## src/rtl/march_bist_ctrl.sv

```systemverilog
// March C- BIST initiator for a single-port memory: one op per clock, pipelined read checks.
// Optional build macro BIST_STOP_ON_FAIL_EN: abort the test at the first read mismatch.
module march_bist_ctrl #(
    parameter int unsigned DATA_WIDTH = 8,
    parameter int unsigned ADDR_WIDTH = 9,
    parameter int unsigned CAPACITY   = 511,
    parameter int unsigned RD_LAT     = 2
) (
    input  logic                    clk,
    input  logic                    rst,
    input  logic                    start,
    output logic                    write_read,
    output logic [ADDR_WIDTH-1:0]   address,
    output logic [DATA_WIDTH-1:0]   wdata,
    input  logic [DATA_WIDTH-1:0]   rdata,
    output logic                    busy,
    output logic                    done,
    output logic                    fail,
    output logic [ADDR_WIDTH-1:0]   fail_addr,
    output logic [DATA_WIDTH-1:0]   fail_data,
    output logic [ADDR_WIDTH+3:0]   fail_cnt
);

    localparam int unsigned CNT_W   = ADDR_WIDTH + 4;
    localparam int unsigned DRAIN_W = (RD_LAT < 1) ? 1 : $clog2(RD_LAT + 1);
    localparam logic [ADDR_WIDTH-1:0] LAST_ADDR = ADDR_WIDTH'(CAPACITY);
    localparam logic [2:0] E_LAST = 3'd5;

    localparam logic [1:0] S_IDLE  = 2'd0;
    localparam logic [1:0] S_RUN   = 2'd1;
    localparam logic [1:0] S_DRAIN = 2'd2;
    localparam logic [1:0] S_DONE  = 2'd3;

    // Element table: E0 w0 | E1 r0,w1 | E2 r1,w0 | E3v r0,w1 | E4v r1,w0 | E5 r0
    function automatic logic f_two_op(input logic [2:0] e);
        return (e >= 3'd1) && (e <= 3'd4);
    endfunction

    function automatic logic f_down(input logic [2:0] e);
        return (e == 3'd3) || (e == 3'd4);
    endfunction

    function automatic logic f_is_write(input logic [2:0] e, input logic ph);
        return (e == 3'd0) || (f_two_op(e) && ph);
    endfunction

    function automatic logic f_bit(input logic [2:0] e, input logic ph);
        return f_two_op(e) ? (e[0] ? ph : ~ph) : 1'b0;
    endfunction

    logic [1:0]            r_state, w_state_nxt;
    logic [2:0]            r_elem, w_elem_nxt;
    logic                  r_phase, w_phase_nxt;
    logic [ADDR_WIDTH-1:0] r_seq_addr, w_seq_addr_nxt;
    logic [DRAIN_W-1:0]    r_drain, w_drain_nxt;

    logic                  r_write_read, w_write_read_nxt;
    logic [ADDR_WIDTH-1:0] r_address, w_address_nxt;
    logic [DATA_WIDTH-1:0] r_wdata, w_wdata_nxt;
    logic                  r_busy, w_busy_nxt;
    logic                  r_done, w_done_nxt;
    logic                  r_fail, w_fail_nxt;
    logic [ADDR_WIDTH-1:0] r_fail_addr, w_fail_addr_nxt;
    logic [DATA_WIDTH-1:0] r_fail_data, w_fail_data_nxt;
    logic [CNT_W-1:0]      r_fail_cnt, w_fail_cnt_nxt;

    logic [RD_LAT:0]                 r_pv;
    logic [RD_LAT:0][ADDR_WIDTH-1:0] r_pa;
    logic [RD_LAT:0]                 r_pe;
    logic                            w_push;
    logic                            w_flush;

    logic [2:0]            w_nx_elem;
    logic                  w_nx_phase;
    logic [ADDR_WIDTH-1:0] w_nx_addr;
    logic                  w_at_end;
    logic                  w_last;
    logic [DATA_WIDTH-1:0] w_exp_word;
    logic                  w_mismatch;

    // Sequencer position that follows the op currently pointed at
    always_comb begin
        w_nx_elem  = r_elem;
        w_nx_phase = 1'b0;
        w_nx_addr  = r_seq_addr;
        w_at_end   = f_down(r_elem) ? (r_seq_addr == '0) : (r_seq_addr == LAST_ADDR);
        if (f_two_op(r_elem) && !r_phase) begin
            w_nx_phase = 1'b1;
        end else if (w_at_end) begin
            w_nx_elem = r_elem + 3'd1;
            w_nx_addr = f_down(r_elem + 3'd1) ? LAST_ADDR : '0;
        end else if (f_down(r_elem)) begin
            w_nx_addr = r_seq_addr - ADDR_WIDTH'(1);
        end else begin
            w_nx_addr = r_seq_addr + ADDR_WIDTH'(1);
        end
    end

    assign w_last     = (r_elem == E_LAST) && (r_seq_addr == LAST_ADDR);
    assign w_exp_word = {DATA_WIDTH{r_pe[RD_LAT]}};
    assign w_mismatch = r_pv[RD_LAT] && (rdata != w_exp_word);

    always_comb begin
        w_state_nxt      = r_state;
        w_elem_nxt       = r_elem;
        w_phase_nxt      = r_phase;
        w_seq_addr_nxt   = r_seq_addr;
        w_drain_nxt      = r_drain;
        w_write_read_nxt = 1'b0;
        w_address_nxt    = '0;
        w_wdata_nxt      = r_wdata;
        w_busy_nxt       = r_busy;
        w_done_nxt       = r_done;
        w_fail_nxt       = r_fail;
        w_fail_addr_nxt  = r_fail_addr;
        w_fail_data_nxt  = r_fail_data;
        w_fail_cnt_nxt   = r_fail_cnt;
        w_push           = 1'b0;
        w_flush          = 1'b0;

        if (w_mismatch) begin
            w_fail_nxt = 1'b1;
            if (!r_fail) begin
                w_fail_addr_nxt = r_pa[RD_LAT];
                w_fail_data_nxt = rdata;
            end
            if (r_fail_cnt != {CNT_W{1'b1}}) begin
                w_fail_cnt_nxt = r_fail_cnt + CNT_W'(1);
            end
        end

        case (r_state)
            S_IDLE, S_DONE: begin
                if (start) begin
                    w_state_nxt     = S_RUN;
                    w_elem_nxt      = 3'd0;
                    w_phase_nxt     = 1'b0;
                    w_seq_addr_nxt  = '0;
                    w_wdata_nxt     = '0;
                    w_busy_nxt      = 1'b1;
                    w_done_nxt      = 1'b0;
                    w_fail_nxt      = 1'b0;
                    w_fail_addr_nxt = '0;
                    w_fail_data_nxt = '0;
                    w_fail_cnt_nxt  = '0;
                end
            end
            S_RUN: begin
                // Issue the pointed-at op; wdata is loaded one clock ahead of its write
                w_write_read_nxt = f_is_write(r_elem, r_phase);
                w_address_nxt    = r_seq_addr;
                w_push           = !f_is_write(r_elem, r_phase);
                if (w_last) begin
                    w_state_nxt = S_DRAIN;
                    w_drain_nxt = '0;
                end else begin
                    w_elem_nxt     = w_nx_elem;
                    w_phase_nxt    = w_nx_phase;
                    w_seq_addr_nxt = w_nx_addr;
                    if (f_is_write(w_nx_elem, w_nx_phase)) begin
                        w_wdata_nxt = {DATA_WIDTH{f_bit(w_nx_elem, w_nx_phase)}};
                    end
                end
            end
            S_DRAIN: begin
                if (r_drain == DRAIN_W'(RD_LAT)) begin
                    w_state_nxt = S_DONE;
                    w_busy_nxt  = 1'b0;
                    w_done_nxt  = 1'b1;
                end else begin
                    w_drain_nxt = r_drain + DRAIN_W'(1);
                end
            end
            default: w_state_nxt = S_IDLE;
        endcase

`ifdef BIST_STOP_ON_FAIL_EN
        if (w_mismatch && ((r_state == S_RUN) || (r_state == S_DRAIN))) begin
            w_state_nxt      = S_DONE;
            w_busy_nxt       = 1'b0;
            w_done_nxt       = 1'b1;
            w_write_read_nxt = 1'b0;
            w_address_nxt    = '0;
            w_push           = 1'b0;
            w_flush          = 1'b1;
        end
`else
        w_flush = 1'b0;
`endif
    end

    always_ff @(posedge clk) begin
        if (rst) begin
            r_state      <= S_IDLE;
            r_elem       <= '0;
            r_phase      <= 1'b0;
            r_seq_addr   <= '0;
            r_drain      <= '0;
            r_write_read <= 1'b0;
            r_address    <= '0;
            r_wdata      <= '0;
            r_busy       <= 1'b0;
            r_done       <= 1'b0;
            r_fail       <= 1'b0;
            r_fail_addr  <= '0;
            r_fail_data  <= '0;
            r_fail_cnt   <= '0;
        end else begin
            r_state      <= w_state_nxt;
            r_elem       <= w_elem_nxt;
            r_phase      <= w_phase_nxt;
            r_seq_addr   <= w_seq_addr_nxt;
            r_drain      <= w_drain_nxt;
            r_write_read <= w_write_read_nxt;
            r_address    <= w_address_nxt;
            r_wdata      <= w_wdata_nxt;
            r_busy       <= w_busy_nxt;
            r_done       <= w_done_nxt;
            r_fail       <= w_fail_nxt;
            r_fail_addr  <= w_fail_addr_nxt;
            r_fail_data  <= w_fail_data_nxt;
            r_fail_cnt   <= w_fail_cnt_nxt;
        end
    end

    // Expected-value/address pipeline aligned to the memory read latency
    always_ff @(posedge clk) begin
        if (rst || w_flush) begin
            r_pv <= '0;
            r_pa <= '0;
            r_pe <= '0;
        end else begin
            r_pv <= {r_pv[RD_LAT-1:0], w_push};
            r_pa <= {r_pa[RD_LAT-1:0], r_seq_addr};
            r_pe <= {r_pe[RD_LAT-1:0], f_bit(r_elem, r_phase)};
        end
    end

    assign write_read = r_write_read;
    assign address    = r_address;
    assign wdata      = r_wdata;
    assign busy       = r_busy;
    assign done       = r_done;
    assign fail       = r_fail;
    assign fail_addr  = r_fail_addr;
    assign fail_data  = r_fail_data;
    assign fail_cnt   = r_fail_cnt;

endmodule

```

## config.mk

```make
export PLATFORM = sky130hd
export DESIGN_NAME = march_bist_ctrl
export DESIGN_NICKNAME = d
export VERILOG_FILES = /design/src/rtl/march_bist_ctrl.sv
export SDC_FILE = /design/constraint.sdc
export NUM_CORES = 1
export LEC_CHECK = 0
export BUFFER_PORTS_ARGS = -buffer_cell sky130_fd_sc_hd__clkbuf_2
export CAP_MARGIN = 0
export CORE_MARGIN = 4
export CORE_UTILIZATION = 50
export CTS_BUF_LIST = sky130_fd_sc_hd__clkbuf_8
export DETAILED_ROUTE_END_ITERATION = 10
export PLACE_DENSITY = 0.79
export SYNTH_ARGS = -nofsm -noshare
export SYNTH_HDL_FRONTEND = slang
export SYNTH_SLANG_ARGS = --single-unit
```

## constraint.sdc

```tcl
create_clock -name clk -period 3.9 [get_ports clk]
set_clock_uncertainty 0.15 [all_clocks]
set_input_delay 0.195 -clock clk [delete_from_list [all_inputs] [get_ports clk]]
set_output_delay 0.195 -clock clk [all_outputs]
set_load 0.05 [all_outputs]
```

==> impl_metrics.csv, run 1 <==
group,metric,value,unit
status,status,"complete, no violations",
global_route,grt.total_usage,17.8,%
setup_path,endpoint_kind,"flip-flop",
worst_hold_path,min_path_type,"in -> reg",
drt,drcViolationCount,0,
synth,synth_seq_cells,94,
floorplan,std_cell_rows,32,
setup_path,critPathKind,"reg -> reg",
setup_path,crit_chain,"inv_1 > ha_1 > mux2_4 > ha_1 > a21oi_1 > o21ai_0 > a2111oi_0 > nor2_1 > or3_1 > a32o_1",
sta,worst_pin_slew,0.855,ns
placed_design,place.gp.congestion,0.868,
clock_tree,cts_buffer_depth,2,
placed_design,placed_area,4330,um2
setup_path,start_kind,"flip-flop",
drt,avgRoutedWirePerCell,13.5,um
synth,synth_cells,433,
setup_path,crit_fanout,12,
synth,ys_async_sr_fraction,0,%
sta,fmax,303,MHz
synth,ys_types,49,
sta,period_minus_slack,3.30,ns
layout,nets,521,
global_route,first_global_vias,2962,
sta,setup_tns,0,ns
synth,synth_area_leaders,"dfxtp_1 (47%), nor2_1 (5.7%), ha_1 (5.0%), nor2b_1 (5.0%), mux2i_1 (4.8%)",
synth,synth_top_area_cell,"dfxtp_1",
global_route,grt_max_degree,47,
synth,synth_nets,461,
setup_path,crit_path_max_incr_delay,0.54,ns
power,total_power,2.05,mW
clock_tree,cts_max_level,3,
drt,drt_pass1_iterations,5,
placed_design,place_ws,0.710,ns
sta,slew_headroom,42.5,%
synth,yosys_warnings,0,
clock_tree,cts_root_buf,"clkbuf_8",
layout,area_delta_synth_final,15.1,%
layout,fillCellCount,645,
power,switchingPower,0.657,mW
sta,rsz0062_at_grt,"false",
placed_design,port_buffers,61,
clock_tree,cts_tree,"done",
drt,first_iter_violations,174,
power,clock_power_share,29.2,%
placed_design,hpwl,5740,um
power,p_leak,1.88,nW
drt,wl,8100,um
setup_path,critPathSlowestCell,"dfxtp_1",
layout,fin_cells,600,
floorplan,dieHeight,97.4,um
global_route,gr-total-overflow,0,
floorplan,core,7730,um2
power,seq_power_share,50.0,%
setup_path,cp_common_cell,"ha_1",
power,p_sw_share,32.1,%
sta,drv_slew,0,
global_route,antenna_found_initial,0,
synth,synth_edf_count,0,
sta,fin_crit_sh,84.7,%
power,p_comb_share,20.8,%
floorplan,die_w,97.4,um
floorplan,start_util,51.7,%
floorplan,ioPinCount,62,
layout,fin_area,4600,um2
power,peakVddDrop,187,uV
synth,syn_area_per_cell,9.22,um2
power,power_density,445,nW/um2
synth,synth_ff_type,"dfxtp_1",
setup_path,cp.arrival,3.40,ns
clock_tree,cts-buffers-inserted,9,
clock_tree,clk_pin_slew,0.09,ns
job,maxCapViolCount,0,
global_route,grt_pass1_wl,14300,um
sta,hold_violations,0,
sta,setup_violations,0,
floorplan,die_area,9480,um2
clock_tree,cts_num_sinks,94,
layout,n_antenna_cell,0,
drt,ant_nets,0,
synth,syn_area,3990,um2
placed_design,place_inst,576,
setup_path,required,4.00,ns
layout,layout-drive-gt1-share,18.5,%
power,power.internal,1.39,mW
synth,synth_top_cell_area_share,47.1,%
clock_tree,cts-resized-gates,0,
drt,vias,3161,
sta,fin_ws,0.597,ns
synth,ys_seq_area_share,47.1,%
drt,viasPerCell,5.27,
clock_tree,clk_latency,0.35,ns
## power by group through the flow
stage / Sequential, mW / Clock, mW / Combinational, mW
final: 1.02 / 0.598 / 0.426
after detailed placement: 1.04 / 0 / 0.416
after CTS: 1.02 / 0.614 / 0.425
after global placement: 1.04 / 0 / 0.402
after floorplan: 1.06 / 0 / 0.286
after global routing: 1.03 / 0.660 / 0.482
## registers in the layout, indices dropped and copies added (netlist names), 2 cells and up
register / cells
r_pa: 27
fail_cnt: 13
address: 9
fail_addr: 9
r_seq_addr: 9
fail_data: 8
r_elem: 3
r_pe: 3
r_pv: 3
r_drain: 2
r_state: 2
## cell usage in the layout (no fill, tap or decap), types with 4 or more instances in the layout
cell            n
clkbuf_8       10
dfxtp_1        94
nor2b_1        31
nor3_1          7
nand3_1        14
xnor2_1         5
o21ai_0        11
dlygate4sd3_1   8
inv_1          14
xor2_1         11
a21oi_1        16
mux2i_1        19
nor2_1         61
and2_1         15
clkbuf_2       61
and3_1          4
buf_4           4
nor4_1          4
ha_1           16
nand2b_1        8
nand2_1        27
or3_1           5
nand4_1        12
## through the flow
step                util [%]  hold WS (ns)
finish                  59.5        0.0902
global route            59.5         0.108
CTS                     59.5        0.0767
detailed placement      56.1         0.272
global placement        56.1         0.265
floorplan                  -         0.192
## cell usage after synthesis (2+ instances only)
library cell and instances:
a22oi_1 3, xnor2_1 5, xor2_1 11, o2111ai_1 2, nor4_1 4, a21oi_1 16, nand3_1 14, o21a_1 2
nand4_1 12, a22o_1 3, buf_2 2, dfxtp_1 94, o21ai_0 11, clkbuf_1 14, nor2b_1 32, inv_1 13
nand2_1 27, or2_2 3, buf_4 7, and2_1 15, o211ai_1 2, nand2b_1 8, nor2_1 61, and3_1 4
mux2i_1 19, nor3_1 7, or3_1 5, ha_1 16
## logic make-up after synthesis
logic type | share of synthesized area, %
compound gates | 9.24
simple gates | 24.8
xor+xnor | 3.51
flops | 47.1
fa+ha+maj | 5.51
mux | 5.42
buf+inv | 4.39
## routing by layer
layer,track usage [%],up-vias,wire (um)
li1,-,1596,-
met1,22.8,1470,3570
met2,29.9,83,3980
met3,3.23,12,412
met4,6.28,0,141
met5,0,-,0
## critical path: cells and delay by family (launching register included)
kind,cells,cell delay [ns]
buf+inv,1,0.14
compound gates,4,1.02
flops,1,0.54
simple gates,2,0.45
mux,1,0.35
fa+ha+maj,2,0.55
## path summary, 6_finish.rpt
kind	start	end	slack, ns	cells past startpoint
worst min register to register	r_pa[6]$_SDFF_PP0_	r_pa[15]$_SDFF_PP0_	0.29	1
worst max-delay path	r_elem[0]$_SDFFE_PP0P_	r_seq_addr[7]$_SDFFE_PP0P_	0.60	10
worst max register to register	r_elem[0]$_SDFFE_PP0P_	r_seq_addr[7]$_SDFFE_PP0P_	0.60	10
worst min-delay path	start	done$_SDFFE_PP0P_	0.09	4
## cell type report
type	instances	area, um2	area share (%)
Clock buffer	10	138	2.99
Clock inverter	6	46.3	1.01
Inverter	13	48.8	1.06
Multi-Input combinational cell	302	1940	42.2
Sequential cell	94	1880	40.9
Tap cell	102	128	2.78
Timing Repair Buffer	73	415	9.04
## what timing repair did
action	4_1_cts	5_1_grt
hold endpoints to repair	8	0
hold buffers	8	0
setup buffers	0	0
No activity file was read; power rests on OpenSTA's default activity.
==> run 2, diff against run 1 <==
PLACE_DENSITY = 0.81   (was 0.79)
clock period = 2.83 ns   (was 3.9 ns; I/O delays follow)
==> impl_metrics.csv, run 2 (synthesis results as in run 1) <==
group,metric,value,unit
sta,setup_violations,0,
clock_tree,clk_pin_slew,0.10,ns
layout,layout.cells.most_common,"dfxtp_1",
sta,period_minus_slack,2.75,ns
status,status,"complete, no violations",
power,switchingPower,0.911,mW
layout,largest-register,"r_pa",
power,p_comb_share,20.0,%
job,maxCapViolCount,0,
floorplan,std_cell_rows,32,
power,peakVddDrop,348,uV
layout,area_delta_synth_final,19.0,%
floorplan,die_w,97.4,um
global_route,gr-total-overflow,0,
layout,nets,530,
power,power_density,617,nW/um2
drt,ant_nets,0,
layout,fin_cells,609,
placed_design,place.gp.congestion,0.862,
global_route,grt_pass1_wl,14100,um
drt,met1_length,3550,um
clock_tree,clk_latency,0.35,ns
sta,fmax,364,MHz
drt,drt_pass1_iterations,4,
placed_design,hpwl,5860,um
setup_path,start_kind,"flip-flop",
clock_tree,post_cts.repair.setup_buffers,0,
clock_tree,cts_tree,"done",
drt,wl,8160,um
global_route,antenna_found_initial,0,
floorplan,ioPinCount,62,
clock_tree,cts_root_buf,"clkbuf_8",
global_route,grt.total_usage,17.5,%
layout,final_cell_mix,"dfxtp_1 (92), nor2_1 (61), clkbuf_2 (61)",
sta,drv_slew,0,
setup_path,critPathKind,"reg -> reg",
sta,fin_crit_sh,97.1,%
clock_tree,cts-buffers-inserted,9,
global_route,grt_max_degree,38,
power,p_sw_share,31.1,%
sta,worst_pin_slew,1.08,ns
drt,dr_wl_met2,4030,um
setup_path,required,2.93,ns
drt,wl_met3,455,um
clock_tree,cts_num_sinks,94,
setup_path,cp.arrival,2.85,ns
power,clock_power_share,31.8,%
drt,vias,3227,
layout,largest_reg_flops,27,
drt,viasPerCell,5.30,
power,power.internal,2.02,mW
floorplan,die_area,9480,um2
drt,drcViolationCount,0,
sta,hold_violations,0,
sta,slew_headroom,27.4,%
placed_design,place_inst,584,
setup_path,endpoint_kind,"flip-flop",
clock_tree,cts_max_level,3,
sta,rsz0062_at_grt,"false",
global_route,first_global_vias,3118,
drt,first_iter_violations,132,
power,total_power,2.93,mW
power,p_leak,1.93,nW
placed_design,port_buffers,61,
power,seq_power_share,48.2,%
layout,fillCellCount,620,
drt,avgRoutedWirePerCell,13.4,um
drt,dr.max_layer_used,"met4",
floorplan,dieHeight,97.4,um
worst_hold_path,min_path_type,"in -> reg",
clock_tree,cts_buffer_depth,2,
setup_path,crit_fanout,7,
floorplan,start_util,51.7,%
layout,layout-drive-gt1-share,21.7,%
layout,n_antenna_cell,0,
floorplan,core,7730,um2
==> run 2: area by class of cell <==
type | count | area (um2) | area share [%]
Clock buffer | 10 | 138 | 2.90
Clock inverter | 6 | 72.6 | 1.53
Inverter | 13 | 48.8 | 1.03
Multi-Input combinational cell | 302 | 1990 | 42.0
Sequential cell | 94 | 1890 | 39.7
Tap cell | 102 | 128 | 2.68
Timing Repair Buffer | 82 | 485 | 10.2
==> run 2: final timing paths <==
kind                                        startpoint                         end  slack (ns)  cells after the start
worst max register to register  r_elem[0]$_SDFFE_PP0P_  r_seq_addr[7]$_SDFFE_PP0P_        0.08                     10
worst min-delay path                             start           done$_SDFFE_PP0P_        0.04                      4
worst max-delay path            r_elem[0]$_SDFFE_PP0P_  r_seq_addr[7]$_SDFFE_PP0P_        0.08                     10
worst min register to register     r_pa[16]$_SDFF_PP0_         r_pa[25]$_SDFF_PP0_        0.29                      1
==> run 2: power groups by stage <==
stage | logic, mW | clock network, mW | registers, mW
finish | 0.588 | 0.932 | 1.41
floorplan | 0.394 | 0 | 1.47
CTS | 0.593 | 0.944 | 1.41
global placement | 0.567 | 0 | 1.44
detailed placement | 0.581 | 0 | 1.44
global route | 0.660 | 1.01 | 1.42
==> run 2: metrics by stage <==
stage | hold WS (ns) | utilization [%] | cell area, um2 | TNS [ns] | setup WS [ns]
finish | 0.0428 | 61.5 | 4750 | 0 | 0.0819
global route | 0.0652 | 61.5 | 4750 | 0 | 0.00161
CTS | 0.0282 | 61.2 | 4730 | 0 | 0.00681
detailed placement | 0.275 | 57.2 | 4420 | -0.0469 | -0.0469
global placement | 0.263 | 57.2 | 4420 | 0 | 0.0622
floorplan | 0.139 | - | 4030 | 0 | 0.0182
==> run 2: per-layer routing <==
layer  track usage [%]  vias up
met5                 0        -
met4              5.32        0
met3              4.67       19
met2              29.8      113
met1              21.6     1495
li1                  -     1600
==> run 2: worst max-delay path: stages (launching register included) <==
cell and delay, ns:
dfxtp_2 0.37, inv_1 0.07, ha_1 0.21, mux2_4 0.33, buf_4 0.18, ha_1 0.31, or2_2 0.30, o31ai_1 0.08
nor2_1 0.09, or3_1 0.32, a32o_1 0.26
==> run 2: repair_timing <==
| item | in CTS | in global routing |
|---|---|---|
| hold buffers | 9 | 0 |
| pin swaps | 0 | 1 |
| resized for setup | 2 | 6 |
| hold endpoints to repair | 15 | 0 |
| endpoints found under the setup margin | 2 | 2 |
==> run 3, diff against run 2 <==
CTS_BUF_LIST = sky130_fd_sc_hd__clkbuf_2 sky130_fd_sc_hd__clkbuf_4 sky130_fd_sc_hd__clkbuf_8   (was sky130_fd_sc_hd__clkbuf_8)
SETUP_SLACK_MARGIN = 0.1   (was default)
==> impl_metrics.csv, run 3 (synthesis results as in run 1) <==
group,metric,value,unit
status,status,"complete, no violations",
sta,setup_tns,0,ns
worst_hold_path,min_from,"start",
layout,largest_reg_flops,27,
sta,worst_pin_slew,1.07,ns
placed_design,place.gp.congestion,0.900,
power,p_sw_share,33.2,%
power,seq_power_share,49.1,%
power,peakVddDrop,282,uV
setup_path,endpoint_kind,"flip-flop",
power,power.internal,1.92,mW
layout,fin_util,62.3,%
sta,setup_violations,0,
floorplan,core,7730,um2
global_route,gr-total-overflow,0,
drt,first_iter_violations,148,
worst_hold_path,min_path_type,"in -> reg",
sta,period_minus_slack,2.71,ns
sta,rsz0062_at_grt,"true",
drt,avgRoutedWirePerCell,13.6,um
clock_tree,cts_max_level,3,
global_route,antenna_found_initial,0,
power,clock_power_share,30.2,%
clock_tree,clk_pin_slew,0.10,ns
placed_design,place_ws,-0.103,ns
floorplan,dieHeight,97.4,um
floorplan,ioPinCount,62,
job,maxCapViolCount,0,
sta,fin_crit_sh,95.7,%
sta,drv_slew,0,
placed_design,place_inst,584,
drt,viasPerCell,5.21,
setup_path,crit_fanout,7,
floorplan,die_area,9480,um2
placed_design,hpwl,5820,um
global_route,first_global_vias,3023,
layout,layout-drive-gt1-share,23.3,%
drt,drcViolationCount,0,
setup_path,start_kind,"flip-flop",
layout,nets,533,
clock_tree,cts_num_sinks,94,
layout,final_cell_mix,"dfxtp_1 (92), nor2_1 (61), clkbuf_2 (61)",
setup_path,regToRegEndpoint,"r_seq_addr[7]$_SDFFE_PP0P_",
drt,vias,3187,
sta,fin_ws,0.122,ns
layout,fillCellCount,624,
drt,drt_pass1_iterations,4,
layout,area_delta_synth_final,20.6,%
setup_path,required,2.95,ns
global_route,grt.total_usage,17.9,%
setup_path,worstReg2RegStart,"r_elem[1]$_SDFFE_PP0P_",
clock_tree,cts_buffer_depth,2,
floorplan,std_cell_rows,32,
clock_tree,cts-buffers-inserted,9,
sta,slew_headroom,28.3,%
layout,n_antenna_cell,0,
layout,fin_cells,612,
placed_design,placed_area,4440,um2
setup_path,r2r_setup_slack,0.12,ns
floorplan,start_util,51.7,%
setup_path,cp.arrival,2.83,ns
placed_design,port_buffers,61,
sta,holdWs,0.0338,ns
power,p_leak,1.94,nW
power,power_density,598,nW/um2
power,p_comb_share,20.8,%
drt,wl,8340,um
clock_tree,cts_root_buf,"clkbuf_8",
global_route,grt_max_degree,38,
clock_tree,cts_tree,"done",
layout,fin_area,4810,um2
sta,fmax,369,MHz
sta,hold_violations,0,
power,switchingPower,0.956,mW
drt,ant_nets,0,
global_route,grt_pass1_wl,14200,um
layout,largest-register,"r_pa",
floorplan,die_w,97.4,um
setup_path,reg2regPathDepth,10,
layout,layout.cells.most_common,"dfxtp_1",
worst_hold_path,worst_hold_path.num_cells,4,
worst_hold_path,hold_end,"done$_SDFFE_PP0P_",
power,total_power,2.88,mW
setup_path,critPathKind,"reg -> reg",
clock_tree,clk_latency,0.36,ns
==> run 3: cell types whose count changed in the layout (fill, tap and decap cells not counted), sizes merged <==
cell      change
buf           +3
bufinv        -1
clkinvlp      +1
clkbuf        -1
clkinv        +1
==> run 3: worst max-delay path by stage <==
stage / startpoint / endpoint / slack (ns) / cells after the start
3_5_place_dp: r_elem[1]$_SDFFE_PP0P_ / r_seq_addr[7]$_SDFFE_PP0P_ / -0.10 / 10
6_report: r_elem[1]$_SDFFE_PP0P_ / r_seq_addr[7]$_SDFFE_PP0P_ / 0.12 / 10
3_3_place_gp: r_elem[1]$_SDFFE_PP0P_ / r_seq_addr[7]$_SDFFE_PP0P_ / 0.06 / 10
4_1_cts: r_elem[1]$_SDFFE_PP0P_ / r_seq_addr[7]$_SDFFE_PP0P_ / 0.08 / 10
5_1_grt: r_elem[1]$_SDFFE_PP0P_ / r_seq_addr[7]$_SDFFE_PP0P_ / 0.01 / 10
2_1_floorplan: r_elem[0]$_SDFFE_PP0P_ / r_seq_addr[7]$_SDFFE_PP0P_ / 0.10 / 11
==> run 3: what timing repair did <==
action / 4_1_cts / 5_1_grt
endpoints found under the hold margin: 15 / 0
buffers inserted: 0 / 3
resized for setup: 4 / 10
pin swaps: 1 / 4
endpoints found under the setup margin: 2 / 2
gates cloned: 0 / 0
hold buffers: 9 / 0
==> run 3: worst max-delay path, stage by stage, from the launching register on <==
cell	delay, ns
dfxtp_4	0.39
inv_4	0.05
ha_4	0.15
mux2_4	0.33
ha_4	0.25
a21oi_4	0.14
o21ai_2	0.09
a2111oi_2	0.38
nor2_1	0.10
or3_1	0.32
a32o_1	0.26
==> run 3: power by group through the flow <==
stage,logic [mW],clock network (mW),registers [mW]
2_1_floorplan,0.394,0,1.47
3_3_place_gp,0.565,0,1.44
3_5_place_dp,0.581,0,1.44
4_1_cts,0.594,0.892,1.41
5_1_grt,0.664,0.937,1.42
6_report,0.598,0.869,1.41
==> run 3: layout make-up <==
class	instances	area, um2	area share [%]
clock buffers	9	124	2.57
well taps	102	128	2.65
inverters	13	53.8	1.12
clock inverters	7	75.1	1.56
repair buffers	85	508	10.6
multi-input cells	302	2040	42.3
flip-flops and latches	94	1890	39.2
==> run 3: layer usage <==
metal | global-route usage (%) | routed length, um | up-vias
met5 | 0 | 0 | -
met4 | 7.67 | 197 | 0
met3 | 3.16 | 388 | 17
met2 | 30.3 | 4050 | 88
met1 | 22.4 | 3710 | 1474
li1 | - | - | 1608
